==> src/rtl/shot_clock_decoder_if.sv <==
// -----------------------------------------------------------------------------
// shot_clock_decoder_if
// Bundles the shot-clock display bus with the monitor's result signals.
//   seg_tens / seg_ones : active-low seven-segment bytes {dp,g,f,e,d,c,b,a}
//   secs                : decoded seconds value, 0..24
//   valid               : secs reflects the current sample
//   expire              : one-cycle pulse when the clock reaches zero
//   buzzer              : stretched expiry output
//   code_err / seq_err  : sticky error flags
// master = the side that drives the segment bytes, slave = the decoder.
// -----------------------------------------------------------------------------
interface shot_clock_decoder_if;
  logic [7:0] seg_tens;
  logic [7:0] seg_ones;
  logic [4:0] secs;
  logic       valid;
  logic       expire;
  logic       buzzer;
  logic       code_err;
  logic       seq_err;

  modport master (
    output seg_tens, seg_ones,
    input  secs, valid, expire, buzzer, code_err, seq_err
  );

  modport slave (
    input  seg_tens, seg_ones,
    output secs, valid, expire, buzzer, code_err, seq_err
  );
endinterface

==> src/rtl/shot_clock_decoder.sv <==
// -----------------------------------------------------------------------------
// shot_clock_decoder
// Independent receive-side monitor for the 24-second shot-clock display.
// Decodes the two active-low segment bytes back to a seconds value, flags
// illegal segment codes and illegal countdown steps, and produces an expiry
// pulse plus a buzzer stretched to BUZZ_CYCLES cycles.
// Ports:
//   clock : system clock, rising edge
//   key2  : synchronous active-low reset
//   bus   : shot_clock_decoder_if.slave (segment inputs, decoded outputs)
// All outputs are registered: values after edge k reflect inputs at edge k.
// -----------------------------------------------------------------------------
module shot_clock_decoder #(
  parameter int unsigned BUZZ_CYCLES = 8  // 1..255
) (
  input  logic                  clock,
  input  logic                  key2,
  shot_clock_decoder_if.slave   bus
);

  typedef enum logic [1:0] {
    ST_WAIT  = 2'd0,  // no reference value held
    ST_TRACK = 2'd1,  // previous good value held in r_secs
    ST_FAULT = 2'd2   // error seen; sequence checking off until reset
  } state_t;

  localparam logic [7:0] SEG_BLANK = 8'hFF;
  localparam logic [7:0] BUZZ_LOAD = 8'(BUZZ_CYCLES);

  // Returns {legal, digit}; digit is meaningless when legal is 0.
  function automatic logic [4:0] f_decode(input logic [7:0] seg);
    logic [4:0] d;
    case (seg)
      8'hC0:   d = {1'b1, 4'd0};
      8'hF9:   d = {1'b1, 4'd1};
      8'hA4:   d = {1'b1, 4'd2};
      8'hB0:   d = {1'b1, 4'd3};
      8'h99:   d = {1'b1, 4'd4};
      8'h92:   d = {1'b1, 4'd5};
      8'h82:   d = {1'b1, 4'd6};
      8'hF8:   d = {1'b1, 4'd7};
      8'h80:   d = {1'b1, 4'd8};
      8'h90:   d = {1'b1, 4'd9};
      default: d = 5'd0;
    endcase
    return d;
  endfunction

  state_t     r_state;
  logic [4:0] r_secs;
  logic       r_valid;
  logic       r_expire;
  logic       r_buzzer;
  logic       r_code_err;
  logic       r_seq_err;
  logic [7:0] r_timer;

  logic [4:0] w_tens_dec;
  logic [4:0] w_ones_dec;
  logic       w_tens_blank;
  logic       w_ones_blank;
  logic       w_blank;
  logic [4:0] w_value;
  logic       w_code_err;
  logic       w_good;
  logic       w_seq_ok;
  logic       w_expire;
  logic [7:0] w_timer_next;

  // NOTE: every always_comb output gets a default first so no latch is inferred.
  always_comb begin
    w_tens_dec   = f_decode(bus.seg_tens);
    w_ones_dec   = f_decode(bus.seg_ones);
    w_tens_blank = (bus.seg_tens == SEG_BLANK);
    w_ones_blank = (bus.seg_ones == SEG_BLANK);
    w_blank      = w_tens_blank && w_ones_blank;

    // tens is range-checked below, so the 5-bit product never overflows
    // on any sample that is actually accepted.
    w_value = ({1'b0, w_tens_dec[3:0]} * 5'd10) + {1'b0, w_ones_dec[3:0]};

    w_code_err = 1'b0;
    if (!w_blank) begin
      w_code_err = (!w_tens_dec[4] && !w_tens_blank)
                || (!w_ones_dec[4] && !w_ones_blank)
                || (w_tens_blank != w_ones_blank)
                || (w_tens_dec[3:0] > 4'd2)
                || (w_value > 5'd24);
    end
    w_good = !w_blank && !w_code_err;

    // Legal steps from previous value r_secs: hold, count down, reload, wrap.
    w_seq_ok = (w_value == r_secs)
            || ((r_secs != 5'd0) && (w_value == r_secs - 5'd1))
            || (w_value == 5'd24)
            || ((w_value == 5'd23) && (r_secs == 5'd0));

    w_expire = w_good && (w_value == 5'd0)
            && ((r_state == ST_WAIT) || (r_secs != 5'd0));

    w_timer_next = 8'd0;
    if (w_expire)             w_timer_next = BUZZ_LOAD;
    else if (r_timer != 8'd0) w_timer_next = r_timer - 8'd1;
  end

  // NOTE: reset is sampled on the clock edge only; key2 is not in the sensitivity list.
  always_ff @(posedge clock) begin
    if (!key2) begin
      r_state    <= ST_WAIT;
      r_secs     <= 5'd0;
      r_valid    <= 1'b0;
      r_expire   <= 1'b0;
      r_buzzer   <= 1'b0;
      r_code_err <= 1'b0;
      r_seq_err  <= 1'b0;
      r_timer    <= 8'd0;
    end else begin
      // NOTE: non-blocking assignments so every register sees pre-edge values.
      r_expire <= w_expire;
      r_timer  <= w_timer_next;
      r_buzzer <= (w_timer_next != 8'd0);

      if (w_blank) begin
        r_valid <= 1'b0;
        if (r_state != ST_FAULT) r_state <= ST_WAIT;
      end else if (w_code_err) begin
        // A code error masks any sequence check on the same sample.
        r_code_err <= 1'b1;
        r_valid    <= 1'b0;
        r_state    <= ST_FAULT;
      end else begin
        r_secs  <= w_value;
        r_valid <= 1'b1;
        case (r_state)
          ST_WAIT:  r_state <= ST_TRACK;
          ST_TRACK: begin
            if (!w_seq_ok) begin
              r_seq_err <= 1'b1;
              r_state   <= ST_FAULT;
            end
          end
          default:  r_state <= ST_FAULT;
        endcase
      end
    end
  end

  assign bus.secs     = r_secs;
  assign bus.valid    = r_valid;
  assign bus.expire   = r_expire;
  assign bus.buzzer   = r_buzzer;
  assign bus.code_err = r_code_err;
  assign bus.seq_err  = r_seq_err;

endmodule
==> src/flat_wrapper.sv <==
// flat-port wrapper written by rule: the top's interface ports become plain ports
module shot_clock_decoder_flat 
#(
  parameter int unsigned BUZZ_CYCLES = 8           
)
  (clock, key2, bus_seg_tens, bus_seg_ones, bus_secs, bus_valid, bus_expire, bus_buzzer, bus_code_err, bus_seq_err);
  shot_clock_decoder_if bus_i ();
  input  logic clock;
  input  logic key2;
  input wire logic [$bits(bus_i.seg_tens)-1:0] bus_seg_tens;
  input wire logic [$bits(bus_i.seg_ones)-1:0] bus_seg_ones;
  output wire logic [$bits(bus_i.secs)-1:0] bus_secs;
  output wire logic [$bits(bus_i.valid)-1:0] bus_valid;
  output wire logic [$bits(bus_i.expire)-1:0] bus_expire;
  output wire logic [$bits(bus_i.buzzer)-1:0] bus_buzzer;
  output wire logic [$bits(bus_i.code_err)-1:0] bus_code_err;
  output wire logic [$bits(bus_i.seq_err)-1:0] bus_seq_err;
  assign bus_i.seg_tens = bus_seg_tens;
  assign bus_i.seg_ones = bus_seg_ones;
  assign bus_secs = bus_i.secs;
  assign bus_valid = bus_i.valid;
  assign bus_expire = bus_i.expire;
  assign bus_buzzer = bus_i.buzzer;
  assign bus_code_err = bus_i.code_err;
  assign bus_seq_err = bus_i.seq_err;
  shot_clock_decoder #(.BUZZ_CYCLES(BUZZ_CYCLES)) u_core (.clock(clock), .key2(key2), .bus(bus_i));
endmodule
==> config.mk <==
export PLATFORM = sky130hd
export DESIGN_NAME = shot_clock_decoder_flat
export DESIGN_NICKNAME = d
export VERILOG_FILES = /design/src/rtl/shot_clock_decoder_if.sv /design/src/rtl/shot_clock_decoder.sv /design/src/flat_wrapper.sv
export SDC_FILE = /design/constraint.sdc
export NUM_CORES = 1
export LEC_CHECK = 0
export BUFFER_PORTS_ARGS = -buffer_cell sky130_fd_sc_hd__buf_2
export CORE_AREA = 4 4 61 63
export CTS_CLUSTER_DIAMETER = 120
export CTS_CLUSTER_SIZE = 12
export DETAILED_ROUTE_END_ITERATION = 12
export DIE_AREA = 0 0 65 67
export PLACE_DENSITY = 0.89
export SETUP_SLACK_MARGIN = 0.1
export SLEW_MARGIN = 20
export SYNTH_ARGS = -nofsm -noshare
export SYNTH_HDL_FRONTEND = slang
export SYNTH_SLANG_ARGS = --single-unit
export TNS_END_PERCENT = 30
==> constraint.sdc <==
create_clock -name clock -period 4.2 [get_ports clock]
set_input_delay 0.63 -clock clock [delete_from_list [all_inputs] [get_ports clock]]
set_output_delay 0.63 -clock clock [all_outputs]
set_load 0.005 [all_outputs]
=== Word level (Yosys, flattened, before mapping) ===
Index checks and enable logic that the tools add are counted.
W data, S select, Z words.

* Equality and inequality tests: 31
* $add $sub $neg: 3
* Reductions and logical operators: 33
* Muxes and demuxes: 11
* Bitwise operators: 4
* Multipliers: 1
* Order comparisons: 2

{| class="wikitable"
|+ Operators with widths
! operator !! number
|-
| $eq A8 B8 Y1 const B || 22
|-
| $pmux W5 S10 || 2
|-
| $mux W8 || 2
|-
| $reduce_bool A8 Y1 || 2
|-
| $eq A5 B5 Y1 || 2
|-
| $eq A5 B5 Y1 const B || 2
|-
| $logic_not A5 Y1 || 2
|-
| $logic_and A1 B1 Y1 || 8
|-
| $logic_or A1 B1 Y1 || 8
|-
| $mux W2 || 4
|-
| $sub A8 B1 Y8 const B || 1
|-
| $logic_not A1 Y1 || 6
|-
| $reduce_and A2 Y1 || 3
|-
| $add A5 B4 Y5 || 1
|-
| $gt A5 B5 Y1 const B || 1
|-
| $reduce_bool A5 Y1 || 1
|-
| $sub A5 B1 Y5 const B || 1
|-
| $gt A4 B2 Y1 const B || 1
|-
| $mul A4 B3 Y4 const B || 1
|-
| $ne A2 B2 Y1 const B || 2
|-
| $ne A4 B2 Y1 const B || 1
|-
| $not A1 Y1 || 4
|-
| $pmux W2 S2 || 1
|-
| $reduce_and A4 Y1 || 1
|-
| 5 further kinds || 6
|}

* Output and inout bits: 10
* Input bits: 18
* Word-level logic and storage cells: 93
* Register bits: 20

=== Depth between registers and ports, before layout ===
* Depth after elaboration: 15
* Mapped depth: 17
* Mapped depth without buffers: 16

=== Worst setup path before layout ===
OpenSTA, ideal clock, no wires.

* Kind: input port to flip-flop
* Start: in bus_seg_tens[2]
* End: reg u_core.r_state[1]
* Stages: 14
* Setup time: 59 ps
* Data required time: 4141 ps
* Slack: 301 ps
* Buffers on the path: 1
* Arrival: 3840 ps
* Cells stage by stage: buf_2 or4_4 o32ai_1 ha_1 inv_1 fa_1 xor2_1 xor2_1 xnor2_1 nor4_1 a211oi_1 mux2i_1 a21oi_1 o311a_1

* Word-level cells in the longest chain between the ends: 11
* Elaborated cells between the ends (all ways): 40
* Those cells by class: add/sub: 1; mul: 1; order compare: 2; eq/ne: 18; mux: 4; reduce/logical: 14

{| class="wikitable"
|+ Ends and longest elaborated chain
! element !! RTL line !! RTL
|-
| from (decl) || flat_wrapper.sv:10 || <nowiki>input wire logic [$bits(bus_i.seg_tens)-1:0] bus_seg_tens;</nowiki>
|-
| branches (longest 11 deep; another with $add A5 B4 Y5) || - ||
|-
| to (signal assigned) || shot_clock_decoder.sv:109 || <nowiki>r_state <= ST_WAIT;</nowiki>
|-
| to (signal assigned) || shot_clock_decoder.sv:125 || <nowiki>if (r_state != ST_FAULT) r_state <= ST_WAIT;</nowiki>
|-
| to (signal assigned) || shot_clock_decoder.sv:130 || <nowiki>r_state <= ST_FAULT;</nowiki>
|-
| to (decl) || shot_clock_decoder.sv:49 || <nowiki>state_t r_state;</nowiki>
|}

Parallel ways; which one is timed is not known.
A chain may end at the register's enable or synchronous reset.

=== Worst setup path after layout ===
* Start: in bus_seg_tens[0]
* End: reg u_core.r_state[1]

The elaborated chain is that of the path after synthesis.

==> qor.yml <==
power_and_ir_drop:
  power.net_switching_w: 0.000234
  p_per_area_mw_per_mm2: 339
  p_leak_nw: 0.802
  intPower_w: 0.000442
  p_comb_share_pct: 39.8
  p_clk_share_pct: 22.7
  irDropWorstVdd_mv: 0.143
  switching_share_pct: 34.6
  seq_power_share_pct: 37.5
layout:
  antennaDiodeCount: 0
  utilization_pct: 61.6
  layout-drive-gt1-share_pct: 19.8
  area_delta_synth_final_pct: 14.0
  stdcell_area_mm2: 0.00199
  nNetsFinal: 270
logic_synthesis:
  ys.flop_type: "dfxtp_1"
  yosysTopAreaCell: "dfxtp_1"
  synth_edf_count: 0
  synth_xor_area_share_pct: 8.38
  synth_area_mm2: 0.00175
  synth_fp_nets: 242
  synth_mux_area_share_pct: 2.86
  ys_async_sr_fraction_pct: 0
  yosys.area_share.simple_pct: 33.2
  synth-seq-area-share_pct: 22.9
  ys_warn_count: 0
  synth_compound_area_share_pct: 20.6
  synth_top_area_share_pct: 22.9
  synth_top_family_by_area: "simple AND/OR/NAND/NOR gates"
  ys_types: 60
  yosys.area_share.adder_pct: 6.87
  netlist_instances: 215
  synth.area.top_cells: "dfxtp_1 (23%), ha_1 (5.7%), nor2_1 (5.2%)"
  ys_seq_elements: 20
  avgSynthCellArea_um2: 8.13
hold_path:
  whs_path_depth: 1
  hold_path.class: "flop to flop"
  hold_path.startpoint: "u_core.bus.code_err"
  hold_end: "u_core.bus.code_err"
cts:
  cts_made_buffers: 3
  cts_sinks: 20
  clockBufferDepth: 2
  cts.root.buffer_cell: "clkbuf_4"
  cts_setup_buffers: 0
  clk_latency_ns: 0.30
  tritoncts: "built"
  clkSlewWorstSetupHoldPaths_ns: 0.12
  cts_max_level: 1
job:
  maxCapViolations: 0
drt:
  drc: 0
  routed-via-count: 1669
  vias_per_cell: 5.80
  detail-route-antenna-nets: 0
  routed_wl_mm: 3.63
  dr.pass1.iters: 4
  routedWlPerCell_um: 12.6
  drt_iter0_markers: 98
sta:
  fin_skew_ns: 0.0180
  grt_setup_unrepaired: "false"
  slew_headroom_pct: 54.1
  setup_viol: 0
  fmax_ghz: 0.260
  fin_crit_ns: 3.85
  hold_violations: 0
  slew_viol_final: 0
  worst_slew_pin_slew_ns: 0.678
  fin_crit_sh_pct: 91.7
critical_path:
  reg2reg_to: "u_core.r_state[1]"
  r2r_cells: 7
  crit_required_ns: 4.40
  critical_path_arrival_ns: 4.05
  r2r-start: "u_core.bus.secs[0]"
  start_kind: "input pin"
  r2r_slack_ns: 1.84
  critPathKind: "input pin to flop"
  worstPathMaxFanout: 6
  worstSetupEndpointType: "flop"
grt:
  grt_max_degree: 13
  grt_usage_pct: 16.8
  grt.met2_usage_pct: 28.9
  gr-usage-met1_pct: 21.9
  top_usage_layer: "met2"
  grtUsageMet3_pct: 2.02
  grt_pass1_wl_mm: 6.02
  grt_pass1_vias: 1446
  antenna_found_initial: 0
  overflow: 0
die:
  pin_count: 28
  die_area_mm2: 0.00436
  start_util_pct: 54.1
  die_y_um: 67
  die_w_um: 65
  core_mm2: 0.00323
  std_cell_rows: 21
placement:
  dp_hpwl_mm: 2.92
  dpl-instance-area_mm2: 0.00193
  gp_congestion: 0.909
  port_buffers: 27
outcome:
  status: "completed"
==> timing repair <==
item / 4_1_cts / 5_1_grt
resized for setup: 0 / 2
hold endpoints to repair: 0 / 0
setup endpoints to repair: 0 / 3
hold buffers: 0 / 0
==> power groups by stage <==
stage | registers (W) | clock network (W) | logic, W
2_1_floorplan | 0.000253 | 0 | 0.000213
3_3_place_gp | 0.000258 | 0 | 0.000260
3_5_place_dp | 0.000258 | 0 | 0.000266
4_1_cts | 0.000253 | 0.000156 | 0.000268
5_1_grt | 0.000259 | 0.000165 | 0.000302
6_report | 0.000254 | 0.000153 | 0.000269
==> cell type report <==
| class | count | area (µm²) |
|---|---|---|
| Multi-Input combinational cell | 174 | 1270 |
| Clock inverter | 1 | 30.0 |
| Timing Repair Buffer | 30 | 158 |
| Clock buffer | 3 | 22.5 |
| Sequential cell | 20 | 400 |
| Inverter | 14 | 52.6 |
| Fill cell | 299 | 1240 |
| Tap cell | 46 | 57.6 |
==> worst max-delay path by stage <==
stage / from / endpoint / slack [ns] / depth (start not counted)
global placement: bus_seg_tens[0] / u_core.r_state[1] / 0.14 / 13
floorplan: bus_seg_tens[2] / u_core.r_state[1] / 0.30 / 14
global route: bus_seg_tens[0] / u_core.r_state[1] / 0.14 / 11
detailed placement: bus_seg_tens[0] / u_core.r_state[1] / -0.07 / 11
CTS: bus_seg_tens[0] / u_core.r_state[1] / 0.26 / 11
finish: bus_seg_tens[0] / u_core.r_state[1] / 0.35 / 11
==> logic make-up after synthesis <==
logic type / count (synthesis)
xor+xnor: 13
compound gates: 48
flops: 20
buf+inv: 21
simple gates: 99
mux: 5
fa+ha+maj: 9
==> synth_stat cells, drive strengths merged, types with 7 or more instances <==
master,number
nor2,24
dfxtp,20
nand2,14
a21oi,13
inv,13
nor3,12
ha,8
nand3,8
nor4b,8
o21ai,8
xnor2,7
==> per-layer routing <==
| layer | routed length [µm] | up-vias |
|---|---|---|
| met1 | 1690 | 766 |
| li1 | - | 856 |
| met3 | 159 | 2 |
| met5 | 0 | - |
| met4 | 25 | 0 |
| met2 | 1750 | 45 |
==> sequential cells by signal (all words and copies together) (netlist names) <==
signal	flops
u_core.bus.expire	1
u_core.bus.code_err	1
u_core.r_state	2
u_core.bus.seq_err	1
u_core.bus.valid	1
u_core.r_timer	8
u_core.bus.buzzer	1
u_core.bus.secs	5
==> placed cells by master, fill, tap and decap left out, drive strengths merged, types with 3 or more instances in the layout <==
master	count
a21oi	13
xor2	5
nand3	8
mux2i	5
a211oi	4
inv	13
nor3b	5
nand4	3
o21ai	8
nor2	24
buf	30
ha	8
nor3	12
nand2b	5
nand2	14
nor4b	8
a2111oi	3
dfxtp	20
or3	5
clkbuf	3
xnor2	7
==> through the flow <==
stage / TNS [ns] / setup slack [ns] / hold slack, ns / total power [W] / cells
2_1_floorplan: 0 / 0.301 / 0.421 / 0.000466 / 215
3_3_place_gp: 0 / 0.139 / 0.444 / 0.000518 / 284
3_5_place_dp: -0.0687 / -0.0687 / 0.450 / 0.000524 / 284
4_1_cts: 0 / 0.256 / 0.478 / 0.000677 / 288
5_1_grt: 0 / 0.141 / 0.493 / 0.000726 / 288
6_report: 0 / 0.349 / 0.473 / 0.000675 / 288
==> critical path: stages <==
cell and delay [ns]:
buf_2 0.13, or4_4 0.56, o32ai_2 0.33, ha_1 0.23, inv_1 0.06, fa_1 0.64, xor2_1 0.22, o221ai_1 0.20
o41ai_1 0.55, a21oi_1 0.17, o311a_1 0.32
Power figures use the tool's default switching activity.
